===== config.mk =====
export PLATFORM = sky130hd
export DESIGN_NAME = alu_issue_stage
export DESIGN_NICKNAME = d
export VERILOG_FILES = /design/src/rtl/alu_issue_stage.sv
export SDC_FILE = /design/constraint.sdc
export NUM_CORES = 1
export LEC_CHECK = 0
export ABC_AREA = 1
export CAP_MARGIN = 20
export CORE_ASPECT_RATIO = 0.75
export CORE_MARGIN = 1
export CORE_UTILIZATION = 43
export CTS_CLUSTER_DIAMETER = 200
export DETAILED_ROUTE_END_ITERATION = 7
export PLACE_DENSITY = 0.93
export SETUP_SLACK_MARGIN = 0.5
export SLEW_MARGIN = 20
export SYNTH_ARGS = -nofsm -noshare
export SYNTH_HDL_FRONTEND = slang
export SYNTH_SLANG_ARGS = --single-unit

===== constraint.sdc =====
create_clock -name clk -period 3.8 [get_ports clk]
set_clock_uncertainty 0.15 [all_clocks]
set_input_delay 0.76 -clock clk [delete_from_list [all_inputs] [get_ports clk]]
set_output_delay 0.76 -clock clk [all_outputs]
set_load 0.01 [all_outputs]

===== src/rtl/alu_issue_stage.sv =====
// Two-stage elastic issue/writeback stage for the RV32I integer ALU.
// S1 holds the decoded ALU operands. S2 holds the captured result for register writeback.
module alu_issue_stage (
    input  logic        clk,
    input  logic        rst_n,
    input  logic        in_valid,
    output logic        in_ready,
    input  logic [31:0] in_instr,
    input  logic [31:0] in_rs1_val,
    input  logic [31:0] in_rs2_val,
    output logic [31:0] alu_a,
    output logic [31:0] alu_b,
    output logic [3:0]  alu_control,
    input  logic [31:0] alu_result,
    output logic        out_valid,
    input  logic        out_ready,
    output logic [4:0]  out_rd,
    output logic [31:0] out_result,
    output logic        out_we,
    output logic        out_illegal
);

    localparam logic [6:0] OPC_R = 7'b0110011;
    localparam logic [6:0] OPC_I = 7'b0010011;

    localparam logic [3:0] CTRL_ADD  = 4'b0000;
    localparam logic [3:0] CTRL_SUB  = 4'b0001;
    localparam logic [3:0] CTRL_AND  = 4'b0010;
    localparam logic [3:0] CTRL_OR   = 4'b0011;
    localparam logic [3:0] CTRL_XOR  = 4'b0100;
    localparam logic [3:0] CTRL_SLT  = 4'b0101;
    localparam logic [3:0] CTRL_SLTU = 4'b0110;
    localparam logic [3:0] CTRL_ILL  = 4'b1111;

    logic [6:0]  opcode;
    logic [2:0]  funct3;
    logic [6:0]  funct7;
    logic [31:0] imm;
    logic        rs1_idx_unused;

    assign opcode = in_instr[6:0];
    assign funct3 = in_instr[14:12];
    assign funct7 = in_instr[31:25];
    assign imm    = {{20{in_instr[31]}}, in_instr[31:20]};
    // The rs1 index is not needed because the operand value arrives already fetched.
    assign rs1_idx_unused = ^in_instr[19:15];

    logic [31:0] dec_a;
    logic [31:0] dec_b;
    logic [3:0]  dec_ctrl;
    logic        dec_illegal;

    always_comb begin
        dec_illegal = 1'b0;
        dec_ctrl    = CTRL_ADD;
        dec_b       = in_rs2_val;
        case (opcode)
            OPC_R: begin
                dec_b = in_rs2_val;
                case ({funct7, funct3})
                    {7'b0000000, 3'b000}: dec_ctrl = CTRL_ADD;
                    {7'b0100000, 3'b000}: dec_ctrl = CTRL_SUB;
                    {7'b0000000, 3'b111}: dec_ctrl = CTRL_AND;
                    {7'b0000000, 3'b110}: dec_ctrl = CTRL_OR;
                    {7'b0000000, 3'b100}: dec_ctrl = CTRL_XOR;
                    {7'b0000000, 3'b010}: dec_ctrl = CTRL_SLT;
                    {7'b0000000, 3'b011}: dec_ctrl = CTRL_SLTU;
                    default:              dec_illegal = 1'b1;
                endcase
            end
            OPC_I: begin
                dec_b = imm;
                case (funct3)
                    3'b000:  dec_ctrl = CTRL_ADD;
                    3'b111:  dec_ctrl = CTRL_AND;
                    3'b110:  dec_ctrl = CTRL_OR;
                    3'b100:  dec_ctrl = CTRL_XOR;
                    3'b010:  dec_ctrl = CTRL_SLT;
                    3'b011:  dec_ctrl = CTRL_SLTU;
                    default: dec_illegal = 1'b1;
                endcase
            end
            default: dec_illegal = 1'b1;
        endcase
        dec_a = in_rs1_val;
        // Illegal entries present a fixed, recognisable pattern to the ALU.
        if (dec_illegal) begin
            dec_a    = 32'd0;
            dec_b    = 32'd0;
            dec_ctrl = CTRL_ILL;
        end
    end

    logic        s1_valid_q, s1_valid_d;
    logic [31:0] alu_a_q, alu_a_d;
    logic [31:0] alu_b_q, alu_b_d;
    logic [3:0]  alu_ctrl_q, alu_ctrl_d;
    logic [4:0]  s1_rd_q, s1_rd_d;
    logic        s1_illegal_q, s1_illegal_d;

    logic        out_valid_q, out_valid_d;
    logic [31:0] out_result_q, out_result_d;
    logic [4:0]  out_rd_q, out_rd_d;
    logic        out_illegal_q, out_illegal_d;

    logic s2_free;
    logic s1_adv;
    logic accept;

    assign s2_free  = !out_valid_q || out_ready;
    assign s1_adv   = s1_valid_q && s2_free;
    assign in_ready = !s1_valid_q || s2_free;
    assign accept   = in_valid && in_ready;

    always_comb begin
        s1_valid_d    = s1_valid_q;
        alu_a_d       = alu_a_q;
        alu_b_d       = alu_b_q;
        alu_ctrl_d    = alu_ctrl_q;
        s1_rd_d       = s1_rd_q;
        s1_illegal_d  = s1_illegal_q;
        out_valid_d   = out_valid_q;
        out_result_d  = out_result_q;
        out_rd_d      = out_rd_q;
        out_illegal_d = out_illegal_q;

        if (s1_adv) begin
            s1_valid_d = 1'b0;
        end
        if (accept) begin
            s1_valid_d   = 1'b1;
            alu_a_d      = dec_a;
            alu_b_d      = dec_b;
            alu_ctrl_d   = dec_ctrl;
            s1_rd_d      = in_instr[11:7];
            s1_illegal_d = dec_illegal;
        end

        if (out_ready) begin
            out_valid_d = 1'b0;
        end
        if (s1_adv) begin
            out_valid_d   = 1'b1;
            out_result_d  = s1_illegal_q ? 32'd0 : alu_result;
            out_rd_d      = s1_rd_q;
            out_illegal_d = s1_illegal_q;
        end
    end

    always_ff @(posedge clk) begin
        if (!rst_n) begin
            s1_valid_q    <= 1'b0;
            alu_a_q       <= 32'd0;
            alu_b_q       <= 32'd0;
            alu_ctrl_q    <= 4'b0000;
            s1_rd_q       <= 5'd0;
            s1_illegal_q  <= 1'b0;
            out_valid_q   <= 1'b0;
            out_result_q  <= 32'd0;
            out_rd_q      <= 5'd0;
            out_illegal_q <= 1'b0;
        end else begin
            s1_valid_q    <= s1_valid_d;
            alu_a_q       <= alu_a_d;
            alu_b_q       <= alu_b_d;
            alu_ctrl_q    <= alu_ctrl_d;
            s1_rd_q       <= s1_rd_d;
            s1_illegal_q  <= s1_illegal_d;
            out_valid_q   <= out_valid_d;
            out_result_q  <= out_result_d;
            out_rd_q      <= out_rd_d;
            out_illegal_q <= out_illegal_d;
        end
    end

    assign alu_a       = alu_a_q;
    assign alu_b       = alu_b_q;
    assign alu_control = alu_ctrl_q;
    assign out_valid   = out_valid_q;
    assign out_result  = out_result_q;
    assign out_rd      = out_rd_q;
    assign out_illegal = out_illegal_q;
    assign out_we      = out_valid_q && !out_illegal_q && (out_rd_q != 5'd0);

endmodule


Word-level counts from Yosys, hierarchy flattened
Cells that the tools add are included.
Word-level totals
  bits in writable memories: 0
  memory bits (read-only): 0
  bits in latches: 0
  memories: 0
  register bits: 114
  logic and storage cells: 54
Cells by class
  equal/unequal tests: 13
  multipliers: 0
  $lt $le $gt $ge: 0
  reduce and logical (&&, ||, !) cells: 16
  muxes and demuxes: 15
  divide/modulo/power cells: 0
  shift operators: 0
  bitwise gates (word level): 0
  add/subtract/negate cells: 0
Operators by type and width (count)
  $mux W32: 4
  $eq A10 B3 Y1 const B: 3
  $eq A10 B2 Y1 const B: 2
  $pmux W3 S6: 1
  $pmux W3 S5: 1
  $eq A10 B9 Y1 const B: 1
  $logic_not A10 Y1: 1
  $eq A3 B3 Y1 const B: 3
  $eq A7 B5 Y1 const B: 1
  $eq A7 B6 Y1 const B: 1
  $reduce_or A7 Y1: 1
  $eq A3 B2 Y1 const B: 2
  $mux W1: 6
  $pmux W3 S2: 1
  $reduce_or A6 Y1: 1
  $reduce_bool A5 Y1: 1
  $logic_and A1 B1 Y1: 4
  $mux W4: 1
  $reduce_bool A2 Y1: 2
  $logic_not A1 Y1: 3
  $logic_not A3 Y1: 1
  $logic_or A1 B1 Y1: 2
  $pmux W1 S2: 1

Logic depth before layout (Yosys ltp)
Gate-level depths: netlist of the first run.
  depth after elaboration: 5
  mapped depth: 11
  depth with buffers taken out: 10

Least setup slack after synthesis of the first run
OpenSTA, ideal clock, no wires.
  kind: input -> register
  from: input port in_instr[1]
  to: register alu_b_q[10] (netlist: alu_b[10])
  cell stages on the path: 8
  data arrival time: 1.800 ns
  data required time: 3.580 ns
  path buffers: 2
  setup slack: 1.779 ns
  cell sequence: nand2_1 > nor3_4 > nand3_1 > a21oi_2 > buf_4 > buf_6 > nand3_2 > a21oi_2
On the way
  longest elaborated chain between the ends: 3
RTL lines
  from (decl): RTL line 8  | input logic [31:0] in_instr,
  $eq A7 B5 Y1 / $eq A7 B6 Y1 (equally long branches): RTL line 57  | case (opcode)
  $pmux W1 S2 / $mux W32 (equally long branches): RTL line 57
  $mux W32 *: RTL line 87  | if (dec_illegal) begin
  to (signal assigned): RTL line 165  | alu_b_q <= alu_b_d;
  to (decl): RTL line 96  | logic [31:0] alu_b_q, alu_b_d;
Every way passes the cells marked *; elsewhere a longest branch is shown, timed or not.
A chain may end at the register's enable or synchronous reset.

Worst setup path after layout of the first run
  from: input port out_ready
  to: output port in_ready
On the way
  longest elaborated chain between the ends: 2
RTL lines
  from (decl): RTL line 16  | input logic out_ready,
  $logic_or A1 B1 Y1: RTL line 110  | assign s2_free = !out_valid_q || out_ready;
  $logic_or A1 B1 Y1: RTL line 112  | assign in_ready = !s1_valid_q || s2_free;
  to (decl): RTL line 7  | output logic in_ready,
No other way between the ends.

==> metrics.md, run 1 <==
| Metric | Value |
|---|---|
| Status | `finished clean` |
| Fin nets | `between 900 and 1000` |
| Crit-path slowest cell | `clkdlybuf4s50_1` |
| Die W | `about 120 µm` |
| Residual DRC | `0` |
| Non-Filler Instances | `982` |
| Initial Util | `0.451` |
| Hold depth | `2` |
| Critical Path End Type | `primary output` |
| Crit. Startpoint | `out_ready` |
| Unrepaired setup endpoints after global routing | `false` |
| Vias/cell | `around 5.1` |
| Largest net degree at the start of global routing | `approximately 70` |
| WP data required | `approximately 2.9 ns` |
| Area share of and/or/nand/nor cells after synthesis | `0.293` |
| Largest family of logic cells by synthesized area | `simple AND/OR/NAND/NOR gates` |
| Htree depth | `4` |
| CTS clk-pin slew, worst paths | `about 0.050 ns` |
| Flops & latches, synth | `between 100 and 150` |
| CTS tree | `done` |
| First-pass GRT wire length | `around 23 mm` |
| CP Class | `primary input to primary output` |
| Slew Limit Fails | `0` |
| ANT nets after route | `0` |
| Mapped cell area | `between 4000 and 5000 µm²` |
| Placer Congestion | `~0.81` |
| Number of global-route vias before repair | `4765` |
| Drt pass-1 iters | `6` |
| Sequential fraction of the synthesis area | `0.478` |
| DP HPWL | `around 10 mm` |
| Crit-path cells | `clkdlybuf4s50_1 > inv_1 > nand3_1 > clkdlybuf4s50_1` |
| Achievable Freq | `~350 MHz` |
| Number of CTS-inserted buffers | `17` |
| GR Util All Layers | `0.258` |
| TNS Setup | `0 ns` |
| Routed length per instance | `~15 µm` |
| Slew @ Worst Pin | `roughly 0.72 ns` |
| CP Depth | `4` |
| Placed insts | `951` |
| CP max FO | `3` |
| Post-route minimum period | `approximately 2.9 ns` |
| Pwr per Cell Area | `just over 400 nW/µm²` |
| Aggregate global routing overflow | `0` |
| CTS Sinks | `around 110` |
| Synthesized-area fraction occupied by adder cells | `0` |
| Cts-stage hold buffer count | `0` |
| Worst slew margin | `0.517` |
| Setup bufs post-CTS | `0` |
| Gates resized, CTS repair | `0` |
| Die Footprint | `~11000 µm²` |
| Port Buf Inserts | `about 240` |
| Vias | `~5000` |
| Endpoints failing setup | `0` |
| Crit path largest cell delay | `just under 0.6 ns` |
| XOR/XNOR Fraction of Synth Area | `0.00185` |
| Worst Reg-to-Reg Cells | `5` |
| CP most frequent cell | `clkdlybuf4s50_1` |
| Die Span Y | `92.9 µm` |
| Tightest Hold Check Type | `flip-flop to flip-flop` |
| Std cell rows | `32` |
| Synth warnings | `0` |
| Cells after Synth | `~620` |
| Worst vdd ir | `roughly 0.28 mV` |
| # diodes | `0` |
| Filler instances | `848` |
| P_leak | `between 2 and 3 nW` |
| Clock latency on the worst-skew pair | `around 0.39 ns` |
| Layout cells sized above 1 | `0.0910` |
| CP Buf/Inv Count | `3` |
| Syn avg cell area | `roughly 7.7 µm²` |
| Syn Nets | `~750` |
| Reg2reg start | `out_valid` |
| Initial antenna violation count | `0` |
| 1st-iter DRT viols | `roughly 270` |
| P&R area growth vs syn | `62.2%` |
| Synth cell types | `26` |
| Fin. Hold Viols | `0` |
| Hold_sp | `alu_a[31]` |
| Post-detailed-routing wire length | `approximately 14 mm` |
| CP Launch Type | `primary input` |
| Io pins | `about 240` |
| Core Region | `between 10000 and 15000 µm²` |
| Multiplexer share of the synthesized area | `0` |
| Synth Area in Compound Gates | `0.153` |
| Period Utilization, post-route | `0.752` |
| Max cap viols | `0` |
| Clock tree root driver cell | `clkbuf_16` |
| Crit-path leading delay family | `buffers and inverters` |
| Critical path data arrival time | `about 2 ns` |
| Clock buffer depth | `2` |
cell usage in the layout, fill, tap and decap left out, drive strengths merged, types with 11 or more instances in the layout:
| cell | count |
|---|---|
| clkbuf | 21 |
| a21oi | 70 |
| a22oi | 32 |
| nand2 | 159 |
| buf | 11 |
| inv | 23 |
| nor2 | 72 |
| dfxtp | 113 |
| nand3 | 73 |
| clkdlybuf4s50 | 235 |
| o21ai | 17 |
tightest hold or removal path, delay by kind of cell, from the launching register on:
family / cells / cell delay [ns]
AND/OR/NAND/NOR: 1 / 0.06
flip-flops: 1 / 0.30
AO/OA/AOI/OAI: 1 / 0.06
Yosys cell counts, drive strengths merged:
library cell / number / area, µm²
o311ai: 1 / 8.76
nand3: 73 / 465
nand4: 2 / 12.5
buf: 19 / 153
clkbuf: 28 / 105
a21oi: 70 / 384
xnor2: 1 / 8.76
or3: 1 / 6.26
dfxtp: 113 / 2260
inv: 24 / 90.1
nor3: 3 / 31.3
nor2: 72 / 270
o21ai: 17 / 85.1
nand2: 159 / 602
a211oi: 1 / 7.51
a22oi: 32 / 240
state kept, by name, summed over array words and instances (netlist names):
signal / flops
alu_a: 32
out_illegal: 1
out_result: 32
out_valid: 1
s1_rd_q: 5
alu_control: 4
alu_b: 32
out_rd: 5
s1_valid_q: 1
area by class of cell:
class	count	area, µm²	share of cell area
clock buffer	21	460	0.0600
clock inverter	10	111	0.0145
inverter	24	91.3	0.0119
multi-input combinational	432	2130	0.278
sequential	113	2260	0.295
tap	136	170	0.0222
timing repair buffer	246	2450	0.319
layer usage:
layer,part of all wire,track usage,vias to the layer above,wire [µm]
met2,0.48,0.427,180,6970
met4,0.015,0.0843,0,214
li1,-,-,2475,-
met3,0.091,0.0942,19,1310
met5,0,0,-,0
met1,0.41,0.307,2297,5910
metrics by stage:
step | power (mW) | utilization | hold WS, ns | instance area, µm² | setup slack [ns]
2_1_floorplan | 1.38 | - | 0.300 | 4730 | 1.78
3_3_place_gp | 1.59 | 0.677 | 0.301 | 7110 | 0.884
3_5_place_dp | 1.59 | 0.677 | 0.306 | 7110 | 0.851
4_1_cts | 3.12 | 0.732 | 0.314 | 7680 | 0.934
5_1_grt | 3.21 | 0.732 | 0.321 | 7680 | 0.787
6_report | 3.10 | 0.732 | 0.314 | 7680 | 0.941
where the power goes:
group / switching [mW] / leakage (nW) / internal (mW)
Combinational: 0.143 / 1.73 / 0.196
Clock: 0.536 / 0.275 / 0.991
Sequential: 0.0154 / 0.917 / 1.21
Total: 0.694 / 2.92 / 2.40
cell families after synthesis:
kind of cell | after synthesis
buffers and inverters | 71
AOI/OAI and AO/OA | 121
and+or+nand+nor | 310
DFF | 113
xor gates and xnor gates | 1
path summary, 6_finish.rpt:
check / to / slack [ns]
max reg2reg: alu_a[13] / 1.88
min: alu_a[31] / 0.31
max: in_ready / 0.94
min reg2reg: alu_a[31] / 0.31
Power figures use the tool's default switching activity.
==> run 2: changes to the inputs <==
- CORE_UTILIZATION: 43 -> 40
- PLACE_DENSITY: 0.93 -> 0.87
- clock period: 3.8 -> 2.95 ns (I/O delays scaled with it)
==> metrics.md, run 2 (same netlist as run 1, synthesis figures left out) <==
| Metric | Value |
|---|---|
| Status | `finished clean` |
| Critical path data arrival time | `2.45 ns (+0.50 ns)` |
| ANT nets after route | `0 (unchanged)` |
| Htree depth | `4 (unchanged)` |
| Die W | `128 µm (+3.6%)` |
| CP most frequent cell | `nand3_1` |
| Io pins | `241 (unchanged)` |
| Pwr per Cell Area | `516 nW/µm² (+28%)` |
| CP max FO | `19 (+16)` |
| Die Footprint | `12300 µm² (+7.4%)` |
| Max cap viols | `0 (unchanged)` |
| Crit-path leading delay family | `buffers and inverters` |
| Vias | `4936 (-0.70%)` |
| Tightest Hold Check Type | `flip-flop to flip-flop` |
| Hold_sp | `alu_b[19]` |
| CTS Sinks | `113 (unchanged)` |
| R2R Path End | `alu_a[11]` |
| 1st-iter DRT viols | `215 (-21%)` |
| TNS Setup | `0 ns (unchanged)` |
| Commonest non-fill, non-tap cell in the layout | `clkdlybuf4s50_1` |
| Unrepaired setup endpoints after global routing | `false` |
| Slew @ Worst Pin | `0.435 ns (-0.289 ns)` |
| Critical Path End Type | `flip-flop` |
| Largest net degree at the start of global routing | `71 (unchanged)` |
| Initial antenna violation count | `0 (unchanged)` |
| GR Util All Layers | `0.229 (-0.0291)` |
| Placer Congestion | `0.853 (+5.6%)` |
| DP HPWL | `10.2 mm (+3.8%)` |
| Most frequent cells in the layout | `233 x clkdlybuf4s50_1, 155 x nand2_1, 113 x dfxtp_1, 71 x nor2_1, 61 x a21oi_1` |
| # diodes | `0 (unchanged)` |
| Setup bufs post-CTS | `0 (unchanged)` |
| Post-route minimum period | `about 2.3 ns` |
| Aggregate global routing overflow | `0 (unchanged)` |
| Worst Reg-to-Reg Cells | `6 (+1)` |
| Period Utilization, post-route | `0.775` |
| Hold endpoint | `alu_b[19]` |
| CP Launch Type | `primary input` |
| Vias/cell | `4.91 (-3.1%)` |
| Clock tree root driver cell | `clkbuf_16` |
| Crit-path slowest cell | `clkdlybuf4s50_1` |
| Initial Util | `0.421 (-0.0298)` |
| Worst slew margin | `0.709 (+0.192)` |
| Worst vdd ir | `0.379 mV (+35%)` |
| CTS tree | `done` |
| First-pass GRT wire length | `22.2 mm (-3.3%)` |
| CTS clk-pin slew, worst paths | `0.05 ns (about the same)` |
| Clock buffer depth | `2 (unchanged)` |
| Residual DRC | `0 (unchanged)` |
| P_leak | `2.95 nW (+1.1%)` |
| CP Class | `primary input to flip-flop` |
| Crit path largest cell delay | `0.59 ns (about the same)` |
| Post-detailed-routing wire length | `14.4 mm (about the same)` |
| Endpoints failing setup | `0 (unchanged)` |
| Achievable Freq | `around 440 MHz` |
| Slew Limit Fails | `0 (unchanged)` |
| Fin. Hold Viols | `0 (unchanged)` |
| Die Span Y | `96.2 µm (+3.6%)` |
| Drt pass-1 iters | `5 (-1)` |
| Fin util | `0.694 (-0.0381)` |
| Core Region | `11200 µm² (+7.1%)` |
| Std cell rows | `33 (+3.1%)` |
| WP data required | `3.12 ns (+0.23 ns)` |
| Hold depth | `2 (unchanged)` |
| Port Buf Inserts | `235 (unchanged)` |
| Routed length per instance | `14.3 µm (-2.3%)` |
| P&R area growth vs syn | `64.6%` |
| CP Buf/Inv Count | `3 (unchanged)` |
| FF-to-FF setup slack | `1.14 ns (-0.74 ns)` |
| Crit-path cells | `clkdlybuf4s50_1 > inv_1 > nand2_1 > nand3_1 > a21oi_4 > buf_4 > nand3_1 > a21oi_1` |
| Number of CTS-inserted buffers | `17 (unchanged)` |
| Cts-stage hold buffer count | `0 (unchanged)` |
| Clock latency on the worst-skew pair | `0.39 ns (about the same)` |
| Fin nets | `968 (+0.21%)` |
| Number of global-route vias before repair | `4628 (-2.9%)` |
| Reg2reg start | `out_valid` |
| Layout cells sized above 1 | `0.0989 (+0.00792)` |
run 2: cell count changes in the layout (fill, tap and decap cells not counted), sizes merged:
cell | before | now
buf | 11 | 13
clkbuf | 21 | 18
clkdlybuf4s50 | 235 | 233
clkinvlp | 3 | 5
dlygate4sd2 | 0 | 1
inv | 23 | 26
run 2: worst register-to-register path: stages (launching register included):
cell and delay (ns):
dfxtp_1 0.35, nand3_1 0.17, nand2_2 0.16, a21oi_4 0.34
buf_4 0.31, nand3_1 0.13, a21oi_1 0.14
run 2: layout make-up:
| cell class | count | area (µm²) |
|---|---|---|
| inverter | 24 | 91.3 |
| clock inverter | 15 | 160 |
| tap | 157 | 196 |
| fill | 940 | 3440 |
| multi-input combinational | 432 | 2140 |
| clock buffer | 17 | 425 |
| sequential | 113 | 2260 |
| timing repair buffer | 248 | 2520 |
run 2: timing repair:
| action | CTS | global route |
|---|---|---|
| pin swaps | 0 | 1 |
| setup endpoints to repair | 2 | 13 |
| resized for setup | 2 | 4 |
run 2: per-stage QoR:
stage / power (mW) / hold WS (ns) / instances / worst slack [ns] / cell area, µm²
2_1_floorplan: 1.78 / 0.300 / 616 / 1.10 / 4730
6_report: 4.02 / 0.312 / 1006 / 0.665 / 7790
5_1_grt: 4.16 / 0.330 / 1006 / 0.512 / 7790
4_1_cts: 4.06 / 0.315 / 1006 / 0.491 / 7790
3_5_place_dp: 2.06 / 0.306 / 974 / 0.247 / 7210
3_3_place_gp: 2.05 / 0.301 / 974 / 0.281 / 7210
run 2: how the worst max path moves through the flow:
stage | from | end | slack, ns | depth (start not counted)
floorplan | in_instr[1] | alu_b[10] | 1.10 | 8
global placement | in_instr[1] | alu_b[31] | 0.28 | 9
detailed placement | in_instr[1] | alu_b[31] | 0.25 | 9
CTS | out_rd[1] | out_we | 0.49 | 4
global route | in_instr[13] | alu_b[20] | 0.51 | 8
finish | in_instr[13] | alu_a[11] | 0.66 | 8
run 2: per-layer routing:
| layer | routed length [µm] | part of all wire | track usage | vias up |
|---|---|---|---|---|
| li1 | - | - | - | 2484 |
| met1 | 6100 | 0.42 | 0.269 | 2247 |
| met2 | 6780 | 0.47 | 0.388 | 183 |
| met3 | 1240 | 0.086 | 0.0762 | 22 |
| met4 | 288 | 0.020 | 0.0902 | 0 |
| met5 | 0 | 0 | 0 | - |
run 2: report_power, final:
part	total, mW	switching, mW	leakage [nW]	internal, mW
clock network	1.99	0.743	0.272	1.25
registers	1.58	0.0203	0.917	1.56
logic	0.442	0.185	1.77	0.257
==> run 3: changes to the inputs <==
- clock period: 2.95 -> 2.4 ns (I/O delays scaled with it)
==> metrics.md, run 3 (same netlist as run 1, synthesis figures left out) <==
| Metric | Value |
|---|---|
| Vias | `5243 (+6.2%)` |
| Fin nets | `1002 (+3.5%)` |
| Most frequent cells in the layout | `151 x nand2_1, 111 x dfxtp_1, 109 x clkdlybuf4s50_1, 106 x dlygate4sd2_1, 66 x nor2_1` |
| CTS Sinks | `113 (unchanged)` |
| # diodes | `0 (unchanged)` |
| Cts-stage hold buffer count | `0 (unchanged)` |
| CP Launch Type | `flip-flop` |
| Clock tree root driver cell | `clkbuf_16` |
| WP data required | `1.77 ns (-1.35 ns)` |
| Worst Reg-to-Reg Cells | `8 (+2)` |
| Clock buffer depth | `2 (unchanged)` |
| Die Footprint | `12300 µm² (unchanged)` |
| Unrepaired setup endpoints after global routing | `true` |
| GR Util All Layers | `0.256 (+0.0273)` |
| CTS tree | `done` |
| Post-route minimum period | `roughly 2.1 ns` |
| Period Utilization, post-route | `0.887` |
| Crit. Startpoint | `out_rd[3]` |
| Worst vdd ir | `0.669 mV (+76%)` |
| Largest net degree at the start of global routing | `43 (-39%)` |
| Initial Util | `0.421 (unchanged)` |
| Layout cells sized above 1 | `0.177 (+0.0777)` |
| Crit-path cells | `or3_4 > o311ai_2 > inv_1 > buf_6` |
| Vias/cell | `5.04 (+2.7%)` |
| First-pass GRT wire length | `24.3 mm (+9.3%)` |
| Fin util | `0.748 (+0.0544)` |
| Placer Congestion | `0.868 (+1.7%)` |
| Initial antenna violation count | `0 (unchanged)` |
| Fin Hold WS | `0.307 ns (-0.00568 ns)` |
| Number of global-route vias before repair | `4941 (+6.8%)` |
| CTS clk-pin slew, worst paths | `0.05 ns (about the same)` |
| Aggregate global routing overflow | `0 (unchanged)` |
| P&R area growth vs syn | `77.6%` |
| Post-detailed-routing wire length | `16.7 mm (+16%)` |
| Drt pass-1 iters | `5 (unchanged)` |
| Std cell rows | `33 (unchanged)` |
| Reg2reg start | `out_valid` |
| FF-to-FF setup slack | `0.73 ns (-0.41 ns)` |
| Port Buf Inserts | `235 (unchanged)` |
| 1st-iter DRT viols | `310 (+44%)` |
| Residual DRC | `0 (unchanged)` |
| CP Class | `flip-flop to primary output` |
| Tightest Hold Check Type | `flip-flop to flip-flop` |
| Core Region | `11200 µm² (unchanged)` |
| Slew @ Worst Pin | `0.382 ns (-0.0531 ns)` |
| Clock latency on the worst-skew pair | `0.39 ns (about the same)` |
| Commonest non-fill, non-tap cell in the layout | `nand2_1` |
| Achievable Freq | `about 470 MHz` |
| Worst slew margin | `0.745 (+0.0358)` |
| Pwr per Cell Area | `629 nW/µm² (+22%)` |
| Die Span Y | `96.2 µm (unchanged)` |
| P_leak | `3.99 nW (+35%)` |
| Io pins | `241 (unchanged)` |
| Htree depth | `4 (unchanged)` |
| Fin. Hold Viols | `0 (unchanged)` |
| TNS Setup | `0 ns (unchanged)` |
| R2R Path End | `alu_a[20]` |
| Status | `finished clean` |
| Endpoints failing setup | `0 (unchanged)` |
| Routed length per instance | `16.0 µm (+12%)` |
| Critical Path End Type | `primary output` |
| CP max FO | `2 (-17)` |
| Filler instances | `847 (-9.9%)` |
| Slew Limit Fails | `0 (unchanged)` |
| DP HPWL | `10.6 mm (+4.2%)` |
| Hold depth | `2 (unchanged)` |
| Critical path data arrival time | `1.50 ns (-0.95 ns)` |
| CP Capture Point | `out_we` |
| Die W | `128 µm (unchanged)` |
| Max cap viols | `0 (unchanged)` |
| ANT nets after route | `0 (unchanged)` |
| Crit path largest cell delay | `0.38 ns (-0.21 ns)` |
| Power Total | `5.29 mW (+32%)` |
| Crit-path slowest cell | `or3_4` |
| Number of CTS-inserted buffers | `17 (unchanged)` |
run 3: cell count changes in the layout (fill, tap and decap cells not counted), sizes merged, moves of 3 or more:
cell | previous run | this run
clkdlybuf4s50 | 233 | 109
bufinv | 2 | 5
dlygate4sd2 | 1 | 106
dlymetal6s2s | 0 | 18
buf | 13 | 47
run 3: worst min-delay path by stage:
| stage | startpoint | end | slack, ns |
|---|---|---|---|
| final | alu_a[8] | alu_a[8] | 0.31 |
| after global routing | alu_b[19] | alu_b[19] | 0.33 |
| after CTS | alu_b[19] | alu_b[19] | 0.31 |
| after detailed placement | alu_b[19] | alu_b[19] | 0.30 |
| after global placement | alu_a[16] | alu_a[16] | 0.30 |
| after floorplan | s1_rd_q[0] | s1_rd_q[0] | 0.30 |
run 3: stage by stage:
step	worst slack, ns	area [µm²]	instances
after global routing	0.198	8400	1040
after global placement	0.0736	7360	989
after floorplan	0.659	4730	616
after detailed placement	0.0325	7360	989
after CTS	0.204	8160	1032
final	0.272	8400	1040
run 3: power breakdown:
group | switching (mW) | leakage [nW] | internal, mW | total (mW)
clock | 0.904 | 0.310 | 1.87 | 2.78
combinational | 0.252 | 2.76 | 0.311 | 0.564
sequential | 0.0258 | 0.918 | 1.92 | 1.95
total | 1.18 | 3.99 | 4.11 | 5.29
run 3: cell type report:
cell class	count	area, µm²	area share
Clock buffer	19	443	0.0527
Clock inverter	13	209	0.0249
Sequential cell	113	2260	0.270
Multi-Input combinational cell	432	2310	0.275
Inverter	24	91.3	0.0109
Timing Repair Buffer	282	2890	0.344
Tap cell	157	196	0.0234
run 3: critical path, delay by kind of cell (launching register included):
kind            cells  cell delay (ns)
flops               1             0.32
compound gates      1             0.21
buf+inv             2             0.20
simple gates        1             0.38
run 3: repair_timing:
action / in CTS / in global routing
gates cloned: 5 / 1
setup buffers: 6 / 7
pin swaps: 13 / 11
setup endpoints to repair: 153 / 86
resized for setup: 142 / 46
run 3: per-layer routing:
layer,global-route usage,share of wire,up-vias
met5,0,0,-
met4,0.0784,0.016,0
met3,0.0878,0.080,28
met2,0.445,0.49,212
met1,0.300,0.41,2444
li1,-,-,2559
